[src/rtl/blit_bus_arbiter.sv]
`default_nettype none
// ============================================================================
// Module   : blit_bus_arbiter
// Brief    : Memory bus arbiter for CPU / blitter / DSP with CPU hold handshake
//            and bounded low-priority blitter bursts.
// Revision : 1.0 - initial release
// ============================================================================
module blit_bus_arbiter #(
    parameter int BURST_MAX   = 16,
    parameter int RELEASE_GAP = 2
) (
    input  logic MasterClock,
    input  logic SRESET,
    input  logic BLTREQ,
    input  logic BLTHIPRI,
    input  logic BLTSAFE,
    input  logic DSPREQ,
    input  logic CPUHLDA,
    output logic HOLD,
    output logic BLTGNT,
    output logic DSPGNT,
    output logic BLTSUSP,
    output logic HLDAERR
);

    localparam int c_CNT_W = $clog2(BURST_MAX + 1);
    localparam int c_GAP_W = (RELEASE_GAP > 1) ? $clog2(RELEASE_GAP) : 1;

    localparam logic [c_CNT_W-1:0] c_CNT_MAX  = c_CNT_W'(BURST_MAX);
    localparam logic [c_CNT_W-1:0] c_CNT_TERM = c_CNT_W'(BURST_MAX - 1);
    localparam logic [c_GAP_W-1:0] c_GAP_LOAD = c_GAP_W'(RELEASE_GAP - 1);

    typedef enum logic [2:0] {
        S_IDLE  = 3'd0,
        S_HWAIT = 3'd1,
        S_BLIT  = 3'd2,
        S_SUSP  = 3'd3,
        S_DSP   = 3'd4,
        S_GAP   = 3'd5
    } state_t;

    typedef enum logic {
        OWN_BLT = 1'b0,
        OWN_DSP = 1'b1
    } owner_t;

    state_t               r_state;
    owner_t               r_owner;
    logic [c_CNT_W-1:0]   r_cnt;
    logic [c_GAP_W-1:0]   r_gap;
    logic                 r_hold;
    logic                 r_bltgnt;
    logic                 r_dspgnt;
    logic                 r_bltsusp;
    logic                 r_hldaerr;

    state_t               w_state;
    owner_t               w_owner;
    logic [c_CNT_W-1:0]   w_cnt;
    logic [c_CNT_W-1:0]   w_cnt_inc;
    logic [c_GAP_W-1:0]   w_gap;
    logic                 w_hold;
    logic                 w_bltgnt;
    logic                 w_dspgnt;
    logic                 w_bltsusp;
    logic                 w_arb;
    logic                 w_owner_req;

    assign w_cnt_inc   = (r_cnt == c_CNT_MAX) ? r_cnt : r_cnt + 1'b1;
    assign w_owner_req = (r_owner == OWN_DSP) ? DSPREQ : BLTREQ;

    always_comb begin
        w_state   = r_state;
        w_owner   = r_owner;
        w_cnt     = r_cnt;
        w_gap     = r_gap;
        w_hold    = r_hold;
        w_bltgnt  = r_bltgnt;
        w_dspgnt  = r_dspgnt;
        w_bltsusp = r_bltsusp;
        w_arb     = 1'b0;

        case (r_state)
            S_IDLE: begin
                w_arb = 1'b1;
            end
            S_HWAIT: begin
                if (!w_owner_req) begin
                    w_state = S_IDLE;
                    w_hold  = 1'b0;
                end else if (CPUHLDA) begin
                    if (r_owner == OWN_DSP) begin
                        w_state  = S_DSP;
                        w_dspgnt = 1'b1;
                    end else begin
                        w_state  = S_BLIT;
                        w_bltgnt = 1'b1;
                        w_cnt    = '0;
                    end
                end
            end
            S_BLIT: begin
                w_cnt = w_cnt_inc;
                if (!BLTREQ) begin
                    w_state  = S_IDLE;
                    w_hold   = 1'b0;
                    w_bltgnt = 1'b0;
                // The terminal test uses the count including this cycle so the
                // suspend cycle still fits inside the burst budget; >= keeps a
                // burst bounded after a high-priority run saturated the counter.
                end else if (!BLTHIPRI && (DSPREQ || (w_cnt_inc >= c_CNT_TERM))) begin
                    w_state   = S_SUSP;
                    w_bltsusp = 1'b1;
                end
            end
            S_SUSP: begin
                if (!BLTREQ) begin
                    w_state   = S_IDLE;
                    w_hold    = 1'b0;
                    w_bltgnt  = 1'b0;
                    w_bltsusp = 1'b0;
                end else if (BLTSAFE) begin
                    w_bltgnt  = 1'b0;
                    w_bltsusp = 1'b0;
                    if (DSPREQ) begin
                        w_state  = S_DSP;
                        w_owner  = OWN_DSP;
                        w_dspgnt = 1'b1;
                    end else begin
                        w_state = S_GAP;
                        w_hold  = 1'b0;
                        w_gap   = c_GAP_LOAD;
                    end
                end
            end
            S_DSP: begin
                if (!DSPREQ) begin
                    w_dspgnt = 1'b0;
                    if (BLTREQ) begin
                        w_state  = S_BLIT;
                        w_owner  = OWN_BLT;
                        w_bltgnt = 1'b1;
                        w_cnt    = '0;
                    end else begin
                        w_state = S_IDLE;
                        w_hold  = 1'b0;
                    end
                end
            end
            S_GAP: begin
                // Last gap cycle arbitrates directly so HOLD is low for exactly
                // RELEASE_GAP cycles before a pending requester re-holds the CPU.
                if (r_gap == '0) begin
                    w_arb = 1'b1;
                end else begin
                    w_gap = r_gap - 1'b1;
                end
            end
            default: begin
                w_state   = S_IDLE;
                w_hold    = 1'b0;
                w_bltgnt  = 1'b0;
                w_dspgnt  = 1'b0;
                w_bltsusp = 1'b0;
            end
        endcase

        if (w_arb) begin
            w_state   = S_IDLE;
            w_hold    = 1'b0;
            w_bltgnt  = 1'b0;
            w_dspgnt  = 1'b0;
            w_bltsusp = 1'b0;
            if (DSPREQ) begin
                w_state = S_HWAIT;
                w_owner = OWN_DSP;
                w_hold  = 1'b1;
            end else if (BLTREQ) begin
                w_state = S_HWAIT;
                w_owner = OWN_BLT;
                w_hold  = 1'b1;
            end
        end
    end

    always_ff @(posedge MasterClock) begin
        if (SRESET) begin
            r_state   <= S_IDLE;
            r_owner   <= OWN_BLT;
            r_cnt     <= '0;
            r_gap     <= '0;
            r_hold    <= 1'b0;
            r_bltgnt  <= 1'b0;
            r_dspgnt  <= 1'b0;
            r_bltsusp <= 1'b0;
            r_hldaerr <= 1'b0;
        end else begin
            r_state   <= w_state;
            r_owner   <= w_owner;
            r_cnt     <= w_cnt;
            r_gap     <= w_gap;
            r_hold    <= w_hold;
            r_bltgnt  <= w_bltgnt;
            r_dspgnt  <= w_dspgnt;
            r_bltsusp <= w_bltsusp;
            r_hldaerr <= r_hldaerr | ((r_bltgnt | r_dspgnt) & ~CPUHLDA);
        end
    end

    assign HOLD    = r_hold;
    assign BLTGNT  = r_bltgnt;
    assign DSPGNT  = r_dspgnt;
    assign BLTSUSP = r_bltsusp;
    assign HLDAERR = r_hldaerr;

endmodule
`default_nettype wire
[config.mk]
export PLATFORM = sky130hd
export DESIGN_NAME = blit_bus_arbiter
export DESIGN_NICKNAME = d
export VERILOG_FILES = /design/src/rtl/blit_bus_arbiter.sv
export SDC_FILE = /design/constraint.sdc
export NUM_CORES = 1
export LEC_CHECK = 0
export BUFFER_PORTS_ARGS = -buffer_cell sky130_fd_sc_hd__buf_2
export CELL_PAD_IN_SITES_DETAIL_PLACEMENT = 1
export CELL_PAD_IN_SITES_GLOBAL_PLACEMENT = 2
export CORE_MARGIN = 1
export CORE_UTILIZATION = 31
export DETAILED_ROUTE_END_ITERATION = 10
export PLACE_DENSITY_LB_ADDON = 0.3
export SYNTH_ARGS = -nofsm -noshare
export SYNTH_HDL_FRONTEND = slang
export SYNTH_SLANG_ARGS = --single-unit
[constraint.sdc]
create_clock -name MasterClock -period 1.75 [get_ports MasterClock]
set_clock_uncertainty 0.2 [all_clocks]
set_input_delay 0.0875 -clock MasterClock [delete_from_list [all_inputs] [get_ports MasterClock]]
set_output_delay 0.0875 -clock MasterClock [all_outputs]
set_load 0.02 [all_outputs]
==> flow_summary_export.csv, run 1 <==
group,metric,value,unit
run_status,status,"complete, but fails checks",
run_status,violations,"negative setup slack",
global_route,antenna_found_initial,0,
synth,synth_compound_area_frac,0.304,
synth,ys_types,58,
route,drtAntennaViolNets,0,
timing,period_share,1.03,
synth,synth_area,0.00123,mm²
worst_setup_path,rr_worst_depth,5,
synth,synth.avg_cell_area,8.01,µm²
job,max_cap_violations,0,
clocking,cts_buffers,3,
timing,rsz0062_at_grt,"true",
timing,fin_crit,1.80,ns
synth,netlist_instances,153,
synth,yosys.area.top_type,"dfxtp_1",
route,drt_wl_total,4.36,mm
synth,synth_top_area_share,0.245,
timing,slew_headroom,0.772,
route,routedWlPerCell,17.6,µm
placed_design,dp_hpwl,3.17,mm
synth,synth_xor_area_frac,0.00714,
synth,ys_ff_latch,15,
worst_setup_path,max_stage_delay,0.36,ns
synth,synthSimpleGateAreaFrac,0.265,
final_layout,final_nets,211,
timing,fmax,0.556,GHz
final_layout,syn_to_final_growth,52.3,%
floorplanning,die_x,64.9,µm
hold_path,hp-class,"in -> reg",
clocking,cts-root-buf,"clkbuf_8",
synth,synth_area_leaders,"dfxtp_1, nor2_1, a21oi_1, o21ai_0, buf_6",
synth,synth_seq_area_share,0.245,
synth,synth_edf_count,0,
worst_setup_path,crit_fanout,4,
timing,setup_tns,-0.0987,ns
power_and_ir_drop,fin_total_pwr,1.19,mW
timing,final_hold_viol_count,0,
power_and_ir_drop,cellPowerDensity,639,mW/mm²
floorplanning,core_area,0.00372,mm²
floorplanning,fp.dieArea,0.00421,mm²
final_layout,n_antenna_cell,0,
route,drc,0,
clocking,cts_htree_levels,1,
worst_setup_path,slowest_stage,"dfxtp_2",
synth,syn_nets,163,
timing,tightest_slew,0.337,ns
worst_setup_path,critical_path.startpoint_type,"register",
hold_path,worstHoldStart,"SRESET",
worst_setup_path,required,1.71,ns
worst_setup_path,path_class,"reg -> reg",
floorplanning,start_util,0.330,
floorplanning,fp-row-count,22,
floorplanning,fp.dieH,64.9,µm
power_and_ir_drop,power_leakage,0.710,nW
synth,yosysMostFrequentCell,"nor2_1",
clocking,clock_latency,0.25,ns
route,viasPerCell,5.40,
clocking,clkSinkCount,15,
global_route,grt_pass1_vias,1422,
global_route,grt-ovfl-total,0,
synth,synth_warnings,0,
timing,finalMaxSlewViolations,0,
worst_setup_path,cp.arrival,1.76,ns
hold_path,min_to,"r_cnt[1]",
placed_design,pre_cts_ws,-0.240,ns
global_route,grt_max_degree,16,
worst_setup_path,reg2reg_to,"r_state[0]",
clocking,cts_tree,"yes",
final_layout,drive_above_1_share,0.505,
timing,setup_ws,-0.0498,ns
hold_path,whs_path_depth,2,
global_route,grt_use_total,0.215,
route,drt-pass1-iter-count,4,
global_route,grt_pass1_wl,6.91,mm
worst_setup_path,reg2reg_slack,-0.05,ns
worst_setup_path,cp_cell_sequence,"mux2i_4, nor3_4, a211oi_4, o21ai_2, a221oi_2",
placed_design,port_buffers,11,
placed_design,place_congestion,0.926,
synth,synthTopCellsByCount,"nor2_1, dfxtp_1, a21oi_1, o21ai_0",
worst_setup_path,r2r-start,"r_owner",
synth,yosys.area_share.adder,0.0388,
clocking,path_clk_slew,0.07,ns
worst_setup_path,cp-end-kind,"register",
timing,holdWs,0.0131,ns
synth,synth_top_family_by_area,"compound AO/OA/AOI/OAI gates",
route,dr_total_vias,1340,
synth,async_flop_share,0,
route,drt_iter0_drc,54,
synth,synth_ff_type,"dfxtp_1",
clocking,clockBufferDepth,2,
synth,synth.area.mux_share,0.0541,
floorplanning,ios,12,
timing,finalSetupViolations,4,
power_and_ir_drop,ir_drop,302,µV
cell families after synthesis:
| family | after synthesis |
|---|---|
| buffers and inverters | 18 |
| xor gates and xnor gates | 1 |
| DFF | 15 |
| and+or+nand+nor | 60 |
| AOI/OAI and AO/OA | 50 |
| adders and majority gates | 4 |
| muxes | 5 |
layer usage:
| layer | track usage | part of all wire | vias up |
|---|---|---|---|
| met1 | 0.295 | 0.50 | 665 |
| li1 | - | - | 653 |
| met3 | 0.0246 | 0.020 | 2 |
| met4 | 0.0639 | 0.0044 | 0 |
| met2 | 0.349 | 0.48 | 20 |
| met5 | 0 | 0 | - |
stage by stage:
step	instance area, µm²	instances	util
2_1_floorplan	1230	153	-
3_3_place_gp	1540	238	0.414
3_5_place_dp	1540	238	0.414
4_1_cts	1660	246	0.446
5_1_grt	1870	248	0.503
6_report	1870	248	0.503
worst max path at each step:
stage	end	slack [ns]	startpoint	cells past startpoint
finish	r_state[0]	-0.05	r_owner	5
floorplan	BLTSUSP	0.0008	r_cnt[0]	7
CTS	r_state[0]	-0.07	r_state[0]	5
global placement	r_state[0]	-0.17	r_state[2]	5
global route	BLTSUSP	-0.13	r_cnt[0]	7
detailed placement	r_state[0]	-0.24	r_state[0]	5
sequential cells by signal, indices dropped and copies added, names as in the netlist:
name,flops
HLDAERR,1
DSPGNT,1
r_state,3
BLTGNT,1
BLTSUSP,1
r_gap,1
r_cnt,5
r_owner,1
HOLD,1
placed cells by master, fill, tap and decap left out, types with 2 or more instances in the layout:
master         instances
nand3_1                5
mux2i_1                3
dlygate4sd3_1          2
nor2_4                 2
dfxtp_4                5
nand3_2                2
o211ai_1               3
o21ai_0                7
nor2_1                17
dfxtp_1                9
or2_2                  2
inv_1                  5
and3_1                 2
o22ai_1                2
nand3b_1               3
a21oi_2                4
buf_4                 36
nor2b_1                2
inv_4                  3
buf_2                 12
ha_4                   2
o21ai_1                3
a21oi_1                7
nand2_1                7
clkbuf_8               3
a31oi_1                2
buf_6                  2
or3_1                  2
mux2i_4                2
a21boi_0               2
critical path, delay by kind of cell, from the launching register on:
| family | cells | cell delay (ns) |
|---|---|---|
| AO/OA/AOI/OAI | 3 | 0.73 |
| multiplexers | 1 | 0.36 |
| AND/OR/NAND/NOR | 1 | 0.07 |
| flip-flops | 1 | 0.36 |
report_power, final:
| group | switching (mW) | internal, mW |
|---|---|---|
| combinational | 0.261 | 0.248 |
| clock | 0.136 | 0.162 |
| sequential | 0.0294 | 0.358 |
| total | 0.426 | 0.767 |
what timing repair did:
item                                   4_1_cts  5_1_grt
hold buffers                                 2        0
buffers inserted                             2        3
endpoints found under the hold margin        1        0
setup endpoints to repair                   13       12
resized for setup                           11       43
pin swaps                                    7       16
cell type report:
type / instances / area (µm²)
Sequential cell: 15 / 320
Fill cell: 459 / 1850
Clock buffer: 4 / 45.0
Multi-Input combinational cell: 120 / 1030
Inverter: 9 / 41.3
Tap cell: 48 / 60.1
Timing Repair Buffer: 52 / 373
Power figures use the tool's default switching activity.
==> run 2, diff against run 1 <==
- CORE_MARGIN: 1 -> not set
- clock period: 1.75 -> 1.55 ns (I/O delays scaled with it)
==> flow_summary_export.csv, run 2 (same netlist as run 1, synthesis figures left out) <==
group,metric,value,unit
run_status,status,"complete, but fails checks",
run_status,violations,"negative hold slack, negative setup slack",
worst_setup_path,crit_fanout,7,
floorplanning,start_util,0.330,
timing,slew_headroom,0.759,
floorplanning,core_area,0.00372,mm²
final_layout,final_util,0.515,
timing,final_hold_viol_count,1,
worst_setup_path,required,1.52,ns
final_layout,largest_register_ffs,5,
route,drtAntennaViolNets,0,
timing,period_share,1.19,
worst_setup_path,max_stage_delay,0.42,ns
power_and_ir_drop,power_leakage,0.749,nW
final_layout,most-common-layout-cells,"buf_4, nor2_1, buf_2",
clocking,clock_latency,0.26,ns
final_layout,n_antenna_cell,0,
route,drc,0,
clocking,path_clk_slew,0.07,ns
global_route,grt_pass1_wl,7.31,mm
final_layout,final_nets,221,
global_route,grt_max_degree,16,
timing,finalSetupViolations,13,
placed_design,dp_hpwl,3.25,mm
timing,finalMaxSlewViolations,0,
global_route,antenna_found_initial,0,
worst_setup_path,path_class,"reg -> reg",
worst_setup_path,cp-end-kind,"register",
power_and_ir_drop,cellPowerDensity,709,mW/mm²
timing,setup_ws,-0.299,ns
timing,holdWs,-0.00547,ns
placed_design,place_area,0.00162,mm²
route,viasPerCell,5.30,
route,drt_wl_total,4.71,mm
route,drt-pass1-iter-count,4,
floorplanning,die_x,64.9,µm
final_layout,syn_to_final_growth,56.0,%
final_layout,drive_above_1_share,0.519,
worst_setup_path,cp_cell_sequence,"buf_6, nand2b_4, o32ai_2, a211oi_2, buf_4, buf_4, a221oi_2",
final_layout,fin_area,0.00191,mm²
worst_setup_path,critical_path.startpoint_type,"register",
worst_setup_path,slowest_stage,"dfxtp_4",
power_and_ir_drop,ir_drop,423,µV
timing,fmax,0.541,GHz
placed_design,place_congestion,0.858,
clocking,cts_htree_levels,1,
final_layout,final_common_cell,"buf_4",
floorplanning,ios,12,
floorplanning,fp.dieArea,0.00421,mm²
final_layout,reg_top3,"r_cnt (5), r_state (3)",
hold_path,hp-class,"in -> reg",
clocking,cts_buffers,3,
timing,fin_crit,1.85,ns
global_route,grt_use_total,0.232,
route,drt_iter0_drc,57,
worst_setup_path,cp.arrival,1.82,ns
job,max_cap_violations,0,
timing,rsz0062_at_grt,"true",
worst_setup_path,crit_path_frequent_cell,"buf_4",
floorplanning,fp.dieH,64.9,µm
clocking,cts_tree,"yes",
global_route,grt_pass1_vias,1423,
timing,setup_tns,-3.01,ns
clocking,clkSinkCount,15,
floorplanning,fp-row-count,22,
global_route,grt-ovfl-total,0,
timing,tightest_slew,0.361,ns
clocking,cts-root-buf,"clkbuf_8",
route,dr_total_vias,1368,
clocking,clockBufferDepth,2,
route,routedWlPerCell,18.3,µm
placed_design,port_buffers,11,
final_layout,regMostFlops,"r_cnt",
==> run 2: cell types whose count changed in the layout (fill, tap and decap cells not counted), moves of 2 or more <==
cell,delta
a21oi_1,+2
buf_4,+10
buf_6,+2
o21ai_0,-2
==> run 2: final timing paths <==
path,from,to,slack (ns),cells past startpoint
worst min register to register,HLDAERR,HLDAERR,0.28,2
worst min-delay path,BLTHIPRI,BLTSUSP,-0.005,4
worst max-delay path,r_state[0],r_state[0],-0.30,7
worst max register to register,r_state[0],r_state[0],-0.30,7
==> run 2: worst max-delay path, delay by kind of cell, from the launching register on <==
kind	cells	cell delay (ns)
buffers and inverters	3	0.42
and+or+nand+nor	1	0.06
DFF	1	0.42
AOI/OAI and AO/OA	3	0.67
==> run 2: per-layer routing <==
layer,global-route usage,vias up,routed length [µm]
li1,-,677,-
met1,0.318,670,2370
met2,0.376,14,2220
met3,0.0317,7,54
met5,0,-,0
met4,0.0639,0,71
==> run 2: power by group <==
part | total [mW] | internal (mW) | switching (mW)
logic | 0.574 | 0.287 | 0.287
registers | 0.437 | 0.404 | 0.0331
clock network | 0.347 | 0.183 | 0.164
total | 1.36 | 0.873 | 0.484
==> run 2: final cells by class <==
class | count | area (µm²)
timing repair buffer | 62 | 455
multi-input combinational | 120 | 995
inverter | 9 | 41.3
sequential | 15 | 317
clock buffer | 4 | 45.0
fill | 456 | 1800
tap | 48 | 60.1
==> run 2: through the flow <==
stage          setup slack (ns)  cells  power (mW)
4_1_cts                  -0.280    254        1.32
3_5_place_dp             -0.359    243       0.885
3_3_place_gp             -0.360    243       0.872
6_report                 -0.299    258        1.36
5_1_grt                  -0.386    258        1.43
2_1_floorplan            -0.148    153       0.707
==> run 2: repair_timing <==
action	in CTS	in global routing
cloned	0	0
hold endpoints to repair	3	0
hold buffers	1	0
pin swaps	12	14
setup endpoints to repair	14	14
gates resized for setup	27	8
buffers inserted	6	4
==> run 3, diff against run 2 <==
- RECOVER_POWER: not set -> 100
==> flow_summary_export.csv, run 3 (same netlist as run 1, synthesis figures left out) <==
group,metric,value,unit
run_status,status,"complete, but fails checks",
run_status,violations,"negative hold slack, negative setup slack",
timing,holdWs,-0.00547,ns
worst_setup_path,critical_path.startpoint_type,"register",
placed_design,place_area,0.00162,mm²
timing,finalSetupViolations,13,
power_and_ir_drop,internal_power,871,µW
route,drtAntennaViolNets,0,
route,drc,0,
final_layout,largest_register_ffs,5,
power_and_ir_drop,cellPowerDensity,713,mW/mm²
final_layout,most-common-layout-cells,"buf_4, nor2_1, dfxtp_1",
placed_design,port_buffers,11,
final_layout,regMostFlops,"r_cnt",
floorplanning,die_x,64.9,µm
floorplanning,fp.dieArea,0.00421,mm²
timing,tightest_slew,0.333,ns
clocking,path_clk_slew,0.07,ns
worst_setup_path,cp_cell_sequence,"buf_6, nand2b_4, o32ai_2, a211oi_2, buf_4, buf_4, a221oi_2",
clocking,clock_latency,0.26,ns
power_and_ir_drop,fin_total_pwr,1.36,mW
global_route,grt_max_degree,16,
power_and_ir_drop,power_leakage,0.727,nW
timing,setup_ws,-0.300,ns
worst_setup_path,reg2reg_slack,-0.30,ns
power_and_ir_drop,power.share.clock,0.256,
hold_path,min_to,"BLTSUSP",
worst_setup_path,cp_top_family,"compound AO/OA/AOI/OAI gates",
clocking,clockBufferDepth,2,
final_layout,drive_above_1_share,0.490,
clocking,cts_htree_levels,1,
final_layout,fin_area,0.00190,mm²
route,drt_iter0_drc,53,
worst_setup_path,reg2reg_to,"r_state[0]",
global_route,grt_pass1_wl,7.31,mm
worst_setup_path,cp.arrival,1.82,ns
final_layout,final-instance-count-excl-fill,258,
global_route,grt_use_total,0.232,
power_and_ir_drop,switchingPower,484,µW
worst_setup_path,crit_fanout,7,
final_layout,final_nets,221,
final_layout,n_antenna_cell,0,
timing,slew_headroom,0.775,
final_layout,syn_to_final_growth,55.1,%
worst_setup_path,cp-end-kind,"register",
timing,period_share,1.19,
job,max_cap_violations,0,
timing,final_hold_viol_count,1,
clocking,clkSinkCount,15,
hold_path,hp-class,"in -> reg",
worst_setup_path,cp.buffers_inverters,3,
timing,finalMaxSlewViolations,0,
final_layout,reg_top3,"r_cnt (5), r_state (3)",
route,drt_wl_total,4.75,mm
worst_setup_path,required,1.52,ns
worst_setup_path,path_class,"reg -> reg",
global_route,antenna_found_initial,0,
final_layout,final_common_cell,"buf_4",
worst_setup_path,crit_path_frequent_cell,"buf_4",
global_route,grt_pass1_vias,1423,
clocking,cts_tree,"yes",
placed_design,dp_hpwl,3.25,mm
floorplanning,ios,12,
power_and_ir_drop,switching_share,0.357,
placed_design,dp.cells,243,
timing,fmax,0.540,GHz
clocking,cts-root-buf,"clkbuf_8",
worst_setup_path,max_stage_delay,0.42,ns
worst_setup_path,slowest_stage,"dfxtp_4",
worst_setup_path,rr_worst_depth,7,
route,drt-pass1-iter-count,4,
route,viasPerCell,5.31,
placed_design,place_congestion,0.858,
floorplanning,start_util,0.330,
hold_path,whs_path_depth,4,
power_and_ir_drop,ir_drop,424,µV
timing,rsz0062_at_grt,"true",
clocking,cts_buffers,3,
route,routedWlPerCell,18.4,µm
worst_setup_path,r2r-start,"r_state[0]",
floorplanning,fp.dieH,64.9,µm
hold_path,worstHoldStart,"BLTHIPRI",
floorplanning,fp-row-count,22,
global_route,grt-ovfl-total,0,
timing,fin_crit,1.85,ns
route,dr_total_vias,1371,
floorplanning,core_area,0.00372,mm²
final_layout,fill_cells,457,
power_and_ir_drop,p_seq_frac,0.322,
power_and_ir_drop,combPwrFrac,0.421,
run 3: cell types whose count changed in the layout (fill, tap and decap cells not counted), sizes merged:
cell,previous run,this run
buf,61,56
clkbuf,4,9
run 3: tightest hold or removal path, stage by stage:
cell and delay (ns):
buf_2 0.11, nor2_1 0.05, o211ai_1 0.10, o31ai_2 0.07
run 3: per-layer routing:
metal,up-vias,global-route usage,part of all wire
met5,-,0,0
met4,0,0.0639,0.015
met3,7,0.0317,0.015
met2,16,0.376,0.46
met1,670,0.318,0.51
li1,678,-,-
run 3: worst max-delay path by stage:
| stage | startpoint | to | depth (start not counted) |
|---|---|---|---|
| after CTS | r_cnt[1] | r_state[0] | 7 |
| after detailed placement | r_state[0] | r_state[0] | 5 |
| after global placement | r_state[0] | r_state[0] | 5 |
| after global routing | r_state[0] | r_state[0] | 7 |
| after floorplan | r_cnt[0] | BLTSUSP | 7 |
| final | r_state[0] | r_state[0] | 7 |
run 3: layout make-up:
class                           count  area (µm²)  area share
Tap cell                           48        60.1      0.0316
Inverter                            9        41.3      0.0217
Sequential cell                    15         317       0.166
Multi-Input combinational cell    120         990       0.520
Clock buffer                        4        45.0      0.0237
Timing Repair Buffer               62         449       0.236
run 3: repair_timing:
action                     4_1_cts  5_1_grt
buffers inserted                 6        4
hold buffers                     1        0
pin swaps                       12       14
setup endpoints to repair       14       14
hold endpoints to repair         3        0
resized for setup               27        8
run 3: power groups by stage:
stage	Sequential, mW	Clock, mW	Combinational (mW)
after CTS	0.436	0.362	0.524
after global routing	0.441	0.375	0.608
after floorplan	0.436	0	0.271
after global placement	0.441	0	0.431
final	0.437	0.348	0.571
after detailed placement	0.443	0	0.442
run 3: stage by stage:
stage,TNS (ns),util,setup slack [ns]
6_report,-3.01,0.512,-0.300
3_5_place_dp,-2.90,0.436,-0.359
2_1_floorplan,-0.460,-,-0.148
5_1_grt,-3.94,0.512,-0.386
4_1_cts,-2.26,0.495,-0.280
3_3_place_gp,-2.44,0.436,-0.360
